==> src/rtl/paddle_conditioner.sv <==
// Paddle conditioner: 4-sample average per player, scaled into screen Y, optional hysteresis.
// Define PADDLE_DEADBAND_EN to hold each paddle until it moves more than DEADBAND pixels.
module paddle_conditioner #(
  parameter int Y_MIN    = 40,
  parameter int Y_SPAN   = 400,
  parameter int DEADBAND = 2
) (
  input  logic       clock_50MHz,
  input  logic       RESET_n,
  input  logic       busy,
  input  logic [7:0] data_ad0,
  input  logic [7:0] data_ad1,
  output logic [9:0] p1y,
  output logic [9:0] p2y,
  output logic       upd,
  output logic       overrun
);

  typedef enum logic [1:0] {IDLE, LOAD, SCALE, HYST} state_t;

  localparam logic [17:0] SPAN18 = 18'(Y_SPAN);
  localparam logic [9:0]  YMIN10 = 10'(Y_MIN);

  state_t          state_q, state_d;
  logic [2:0]      sync_q;
  logic            busy_fall;
  logic            pend_q, pend_d;
  logic            ovr_q, ovr_d;
  logic            primed_q, primed_d;
  logic [1:0]      ptr_q, ptr_d;
  logic [3:0][7:0] hist0_q, hist0_d, hist1_q, hist1_d;
  logic [9:0]      sum0_q, sum0_d, sum1_q, sum1_d;
  logic [9:0]      tgt0_q, tgt0_d, tgt1_q, tgt1_d;
  logic [9:0]      p1y_q, p1y_d, p2y_q, p2y_d;
  logic            upd_q, upd_d;

  // The synchronizer carries inverted busy, so its all-ones reset state reads as "busy low"
  // and no edge can appear at reset release whatever level busy is sitting at.
  assign busy_fall = sync_q[1] & ~sync_q[2];

  function automatic logic [9:0] scale(input logic [9:0] sum);
    logic [17:0] prod;
    prod = {10'd0, sum[9:2]} * SPAN18;
    return YMIN10 + prod[17:8];
  endfunction

`ifdef PADDLE_DEADBAND_EN
  localparam logic [9:0] DB10 = 10'(DEADBAND);

  function automatic logic moves(input logic [9:0] tgt, input logic [9:0] cur);
    logic [9:0] diff;
    diff = (tgt >= cur) ? tgt - cur : cur - tgt;
    return diff > DB10;
  endfunction
`else
  logic unused_deadband;
  assign unused_deadband = (DEADBAND != 0);
`endif

  always_ff @(posedge clock_50MHz or negedge RESET_n) begin
    if (!RESET_n) begin
      sync_q   <= 3'b111;
      state_q  <= IDLE;
      pend_q   <= 1'b0;
      ovr_q    <= 1'b0;
      primed_q <= 1'b0;
      ptr_q    <= 2'd0;
      hist0_q  <= '0;
      hist1_q  <= '0;
      sum0_q   <= 10'd0;
      sum1_q   <= 10'd0;
      tgt0_q   <= YMIN10;
      tgt1_q   <= YMIN10;
      p1y_q    <= YMIN10;
      p2y_q    <= YMIN10;
      upd_q    <= 1'b0;
    end else begin
      sync_q   <= {sync_q[1:0], ~busy};
      state_q  <= state_d;
      pend_q   <= pend_d;
      ovr_q    <= ovr_d;
      primed_q <= primed_d;
      ptr_q    <= ptr_d;
      hist0_q  <= hist0_d;
      hist1_q  <= hist1_d;
      sum0_q   <= sum0_d;
      sum1_q   <= sum1_d;
      tgt0_q   <= tgt0_d;
      tgt1_q   <= tgt1_d;
      p1y_q    <= p1y_d;
      p2y_q    <= p2y_d;
      upd_q    <= upd_d;
    end
  end

  always_comb begin
    state_d  = state_q;
    pend_d   = pend_q;
    ovr_d    = ovr_q;
    primed_d = primed_q;
    ptr_d    = ptr_q;
    hist0_d  = hist0_q;
    hist1_d  = hist1_q;
    sum0_d   = sum0_q;
    sum1_d   = sum1_q;
    tgt0_d   = tgt0_q;
    tgt1_d   = tgt1_q;
    p1y_d    = p1y_q;
    p2y_d    = p2y_q;
    upd_d    = 1'b0;

    // Busy edges seen while a pair is in flight queue one deep; a second one is lost.
    if (state_q != IDLE && busy_fall) begin
      if (pend_q) ovr_d  = 1'b1;
      else        pend_d = 1'b1;
    end

    case (state_q)
      IDLE: begin
        if (busy_fall || pend_q) begin
          state_d = LOAD;
          pend_d  = busy_fall & pend_q;
        end
      end
      LOAD: begin
        state_d = SCALE;
        if (!primed_q) begin
          hist0_d  = {4{data_ad0}};
          hist1_d  = {4{data_ad1}};
          sum0_d   = {data_ad0, 2'b00};
          sum1_d   = {data_ad1, 2'b00};
          primed_d = 1'b1;
        end else begin
          hist0_d[ptr_q] = data_ad0;
          hist1_d[ptr_q] = data_ad1;
          sum0_d = sum0_q - {2'b00, hist0_q[ptr_q]} + {2'b00, data_ad0};
          sum1_d = sum1_q - {2'b00, hist1_q[ptr_q]} + {2'b00, data_ad1};
          ptr_d  = ptr_q + 2'd1;
        end
      end
      SCALE: begin
        state_d = HYST;
        tgt0_d  = scale(sum0_q);
        tgt1_d  = scale(sum1_q);
      end
      HYST: begin
        state_d = IDLE;
        upd_d   = 1'b1;
`ifdef PADDLE_DEADBAND_EN
        if (moves(tgt0_q, p1y_q)) p1y_d = tgt0_q;
        if (moves(tgt1_q, p2y_q)) p2y_d = tgt1_q;
`else
        p1y_d = tgt0_q;
        p2y_d = tgt1_q;
`endif
      end
      default: state_d = IDLE;
    endcase
  end

  assign p1y     = p1y_q;
  assign p2y     = p2y_q;
  assign upd     = upd_q;
  assign overrun = ovr_q;

endmodule

==> config.mk <==
export PLATFORM = sky130hd
export DESIGN_NAME = paddle_conditioner
export DESIGN_NICKNAME = d
export VERILOG_FILES = /design/src/rtl/paddle_conditioner.sv
export SDC_FILE = /design/constraint.sdc
export NUM_CORES = 1
export LEC_CHECK = 0
export ABC_AREA = 1
export BUFFER_PORTS_ARGS = -buffer_cell sky130_fd_sc_hd__buf_2
export CORE_MARGIN = 2
export CORE_UTILIZATION = 55
export CTS_BUF_LIST = sky130_fd_sc_hd__clkbuf_2 sky130_fd_sc_hd__clkbuf_4 sky130_fd_sc_hd__clkbuf_8
export CTS_CLUSTER_DIAMETER = 200
export DETAILED_ROUTE_END_ITERATION = 12
export PLACE_DENSITY = 0.84
export SYNTH_ARGS = -nofsm -noshare
export SYNTH_HDL_FRONTEND = slang
export SYNTH_SLANG_ARGS = --single-unit
export TNS_END_PERCENT = 30
==> constraint.sdc <==
create_clock -name clock_50MHz -period 3.6 [get_ports clock_50MHz]
set_input_delay 0.18 -clock clock_50MHz [delete_from_list [all_inputs] [get_ports clock_50MHz]]
set_output_delay 0.18 -clock clock_50MHz [all_outputs]
set_load 0.1 [all_outputs]
# Word-level counts from Yosys, hierarchy flattened
# Index checks and enable logic that the tools add are counted.
[op_classes]
n_mux = 18
magnitude_cmp = 2
div_mod_pow = 0
n_addsub = 7
n_eq_ne = 4
mul = 2
n_shift = 0
bitwise = 4
reduce_logical = 7
[ops]
columns = ["operator", "count"]
rows = [
  ["$bwmux W32", 2],
  ["$mux W32", 2],
  ["$bmux W8 S2", 2],
  ["$mul A8 B5 Y13 const B", 2],
  ["$mux W8", 3],
  ["$add A10 B8 Y10", 2],
  ["$add A6 B9 Y10 const A", 2],
  ["$mux W10", 2],
  ["$sub A10 B8 Y10", 2],
  ["$demux W8 S2", 1],
  ["$pmux W2 S4", 1],
  ["$eq A2 B2 Y1 const B", 2],
  ["$mux W1", 4],
  ["$reduce_and A2 Y1", 2],
  ["$lt A2 B3 Y1 const B", 1],
  ["$add A2 B1 Y2 const B", 1],
  ["$and A1 B1 Y1", 2],
  ["$eq A2 B1 Y1 const B", 1],
  ["$ge A2 B1 Y1 const B", 1],
  ["$logic_and A1 B1 Y1", 2],
  ["$logic_not A2 Y1", 1],
  ["$mux W2", 1],
  ["$ne A2 B2 Y1 const B", 1],
  ["$not A1 Y1", 2],
  ["other kinds (2)", 2],
]
[word_totals]
elab_cells = 65
register_bits = 135
romBits = 0
in_bits = 19
output_inout_bits = 22
ramBits = 0
mem_count = 0
latch_bits = 0

# Depth between registers and ports, before layout
[depth]
depth_word = 6
mapped_depth = 18
depth_no_buf = 18

# Worst setup path before layout
# No wires, ideal clock.
[synth_timing]
kind = "reg2reg"
from = "reg sum0_q[4]"
to = "reg tgt0_q[7]"
t_arrival_ns = 2.718
path_slack_ns = 0.758
stages_incl_launch_ff = 17
period_less_slack_ns = 2.842
setup_time_ns = 0.124
n_path_buf = 1
required_time_ns = 3.476
cell_sequence = "dfrtp_1 ha_1 ha_1 fa_1 ha_1 buf_4 a21oi_2 nand2_1 nand2_1 nand2_1 ha_1 inv_1 nand2_1 nand2_1 inv_1 nand3_1 nand3_1"
[synth_via]
elab_chain_len = 2
[synth_lines]
columns = ["item", "line_no", "rtl"]
rows = [
  ["start, declared", "32", "logic [9:0] sum0_q, sum0_d, sum1_q, sum1_d;"],
  ["start signal, assigned", "86", "sum0_q <= sum0_d;"],
  ["$mul A8 B5 Y13", "43", "prod = {10'd0, sum[9:2]} * SPAN18;"],
  ["$add A6 B9 Y10", "44", "return YMIN10 + prod[17:8];"],
  ["end signal, assigned", "88", "tgt0_q <= tgt0_d;"],
  ["end, declared", "33", "logic [9:0] tgt0_q, tgt0_d, tgt1_q, tgt1_d;"],
]
# Every way passes these cells.
# A chain may end at the register's enable or synchronous reset.

# Worst setup path after layout
[layout_timing]
from = "reg ptr_q[1]"
to = "reg sum0_q[5]"
[layout_via]
elab_chain_len = 5
[layout_lines]
columns = ["item", "line_no", "rtl"]
rows = [
  ["start, declared", "30", "logic [1:0] ptr_q, ptr_d;"],
  ["start signal, assigned", "83", "ptr_q <= ptr_d;"],
  ["$bmux W8 S2", "136", "sum0_d = sum0_q - {2'b00, hist0_q[ptr_q]} + {2'b00, data_ad0};"],
  ["$mux W8 (not written as such)", "136", ""],
  ["$sub A10 B8 Y10", "136", ""],
  ["$add A10 B8 Y10", "136", ""],
  ["$mux W10", "127", "if (!primed_q) begin"],
]
# Every way passes these cells. The select of a mux whose other input is x is not followed.

==> out/metrics.cfg <==
[setup_path]
crit_buf_inv=2
crit_required_ns=3.91
end_kind=flop
path_cells=inv_1, o21ai_0, o22ai_1, fa_1, inv_1, ha_1, nand2_1, nand3_1, a21oi_1, nor2_1, nor3b_1, o22ai_1
critical_path.top_delay_family=compound AO/OA/AOI/OAI gates
cp.arrival_ns=3.43
critPathSlowestCell=fa_1
startpoint_type=flop
ff2ff_path_depth=12
reg2reg_setup_slack_ns=0.49
r2r_start=ptr_q[1]
cpPeakStageDelay_ns=0.48
crit_path_end=sum0_q[5]
crit_path_start=ptr_q[1]
worstSetupPathType=reg2reg
r2r_end=sum0_q[5]
cp.depth=12
critPathMaxFanout=19

[cells_and_area]
fillers=1244
antenna_cells=0
layout.nets=1170
final_common_cell=nand2_1
layout_common_cells=nand2_1 (231), inv_1 (130), dfrtp_1 (124)
syn2layout_area_growth_pct=9.21
drive_gt1_share_pct=13.1

[die]
die_area_um2=16400
die_height_um=128
dieWidth_um=128
start_util_pct=56.0
core_area_um2=15100
core.rowCount=45
io_pins=41

[logic_synthesis]
ys_seq_elements=135
synthesis.yosys.warnings=0
synthDistinctLibCells=30
synth_top_family_by_area=adder cells
netlist_area_um2=8450
muxShareOfSynthArea_pct=2.66
synthSimpleGateAreaFrac_pct=17.6
syn-num-nets=1134
avgSynthCellArea_um2=8.39
synthCells=1008
synth_compound_area_share_pct=12.7
yosys.area_share.xor_xnor_pct=1.24
ys_seq_area_share_pct=40.1
synth_fa_ha_area_share_pct=17.8

[timing]
slew_viol_final=0
finalSetupTns_ns=0
clock.fmax_mhz=321
fin_crit_sh_pct=86.5
skew_ns=0.00901
finalSetupViolCount=0
setup_ws_ns=0.487
hold-worst-slack_ns=0.0144
relSlewSlack_pct=18.3
worstMarginPinSlew_ns=1.23
hold_viol_final=0
min_period_ns=3.11
rsz0062_at_grt=false

[clocking]
clock_latency_ns=0.45
clock_sinks=135
path_clk_slew_ns=0.08
cts_buffers=17
ctsHtreeMaxLevel=4
cts_tree=done
root_buffer=clkbuf_8
post_cts.repair.setup_buffers=0
ctsLongestPathBuffers=2

[drt]
dr_total_vias=6773
routed_wl_mm=17.7
viasPerCell=5.44
drt_iter0_drc=426
drt-wirelength-per-cell_um=14.2
dr.pass1.iters=5
drc=0
antenna_left=0

[global_routing]
grt_max_degree=88
grt_first_pass_wirelength_mm=30.4
grt_util_all_layers_pct=23.1
grt_overflow=0
grt_pass1_vias=6559
antenna_found_initial=0

[placement]
place_congestion=0.966
pre_cts_slack_ns=0.563
port_buffers=40
post-dp-hpwl_mm=12.8

[worst_hold_path]
hold_path.class=in2reg

[status]
run_status=finished, final reports clean

[flow_run]
drv_cap=0

## timing repair
item / in CTS / in global routing
hold buffers: 2 / 0
endpoints found under the hold margin: 79 / 0
endpoints found under the setup margin: 0 / 0
gates resized for setup: 0 / 0
## kinds of logic after synthesis
family / count (synthesis)
AO/OA/AOI/OAI: 199
XOR/XNOR: 12
adder cells (fa/ha/maj): 107
buffers and inverters: 172
flip-flops: 135
multiplexers: 20
AND/OR/NAND/NOR: 363
## worst min-delay path, cell delays in order
cell and delay (ns):
buf_2 0.10, nor2_1 0.04, o22ai_1 0.11
## metal layers
layer	track usage [%]	share of wire (%)	wire length [um]	vias up
li1	-	-	-	3364
met1	30.3	45	7950	3212
met2	39.2	50	8790	183
met3	4.97	4.8	857	14
met4	6.14	0.78	139	0
met5	0	0	0	-
## Yosys cell counts
cell type | n | area, um2
clkbuf_1 | 20 | 75.1
nand3b_1 | 1 | 7.51
dfrtp_1 | 124 | 3100
inv_2 | 7 | 26.3
o21ai_0 | 123 | 616
inv_1 | 130 | 488
xnor2_1 | 2 | 17.5
o22ai_1 | 22 | 138
a21oi_1 | 36 | 180
fa_1 | 22 | 440
o21ai_2 | 4 | 35.0
a211oi_1 | 1 | 7.51
nand4_1 | 9 | 56.3
a21oi_2 | 1 | 8.76
nand2_2 | 11 | 68.8
ha_1 | 85 | 1060
a31oi_1 | 3 | 18.8
nor3b_1 | 1 | 7.51
nor2_1 | 56 | 210
nor2_2 | 2 | 12.5
buf_2 | 14 | 70.1
nand3_1 | 52 | 260
xor2_1 | 10 | 87.6
a22oi_1 | 3 | 22.5
nand2_1 | 231 | 867
buf_4 | 1 | 7.51
dfstp_2 | 11 | 289
o21a_1 | 1 | 7.51
a21o_1 | 5 | 37.5
mux2_2 | 20 | 225
## per-stage QoR
| stage | instances | util, % | instance area, um2 |
|---|---|---|---|
| floorplan | 1008 | - | 8450 |
| global placement | 1211 | 58.5 | 8830 |
| detailed placement | 1211 | 58.5 | 8830 |
| CTS | 1245 | 61.2 | 9230 |
| global route | 1245 | 61.2 | 9230 |
| finish | 1245 | 61.2 | 9230 |
## worst min path at each step
stage	start	endpoint	slack [ns]	cells past startpoint
final	data_ad1[1]	sum1_q[3]	0.01	3
after global routing	data_ad1[1]	sum1_q[3]	0.01	3
after CTS	data_ad1[1]	sum1_q[3]	0.007	3
after detailed placement	RESET_n	p2y[7]	0.28	1
after global placement	RESET_n	p2y[7]	0.28	1
after floorplan	RESET_n	hist0_q[0]	-0.12	0
## sequential cells by signal (all words and copies together) (netlist names), 2 cells and up
| signal | count |
|---|---|
| sum0_q | 10 |
| sum1_q | 10 |
| p1y | 10 |
| state_q | 2 |
| hist0_q | 32 |
| tgt0_q | 10 |
| hist1_q | 32 |
| tgt1_q | 10 |
| p2y | 10 |
| sync_q | 3 |
| ptr_q | 2 |
## final cells by class
| cell class | instances | area [um2] | share of cell area (%) |
|---|---|---|---|
| inverter | 137 | 514 | 5.57 |
| clock buffer | 23 | 279 | 3.02 |
| clock inverter | 9 | 103 | 1.11 |
| multi-input combinational | 701 | 4400 | 47.6 |
| tap | 188 | 235 | 2.55 |
| sequential | 135 | 3390 | 36.7 |
| timing repair buffer | 52 | 314 | 3.40 |
Power is left out: the tool's default activity adds up to more than one toggle a clock period on the data nets, which glitch-free logic cannot reach.
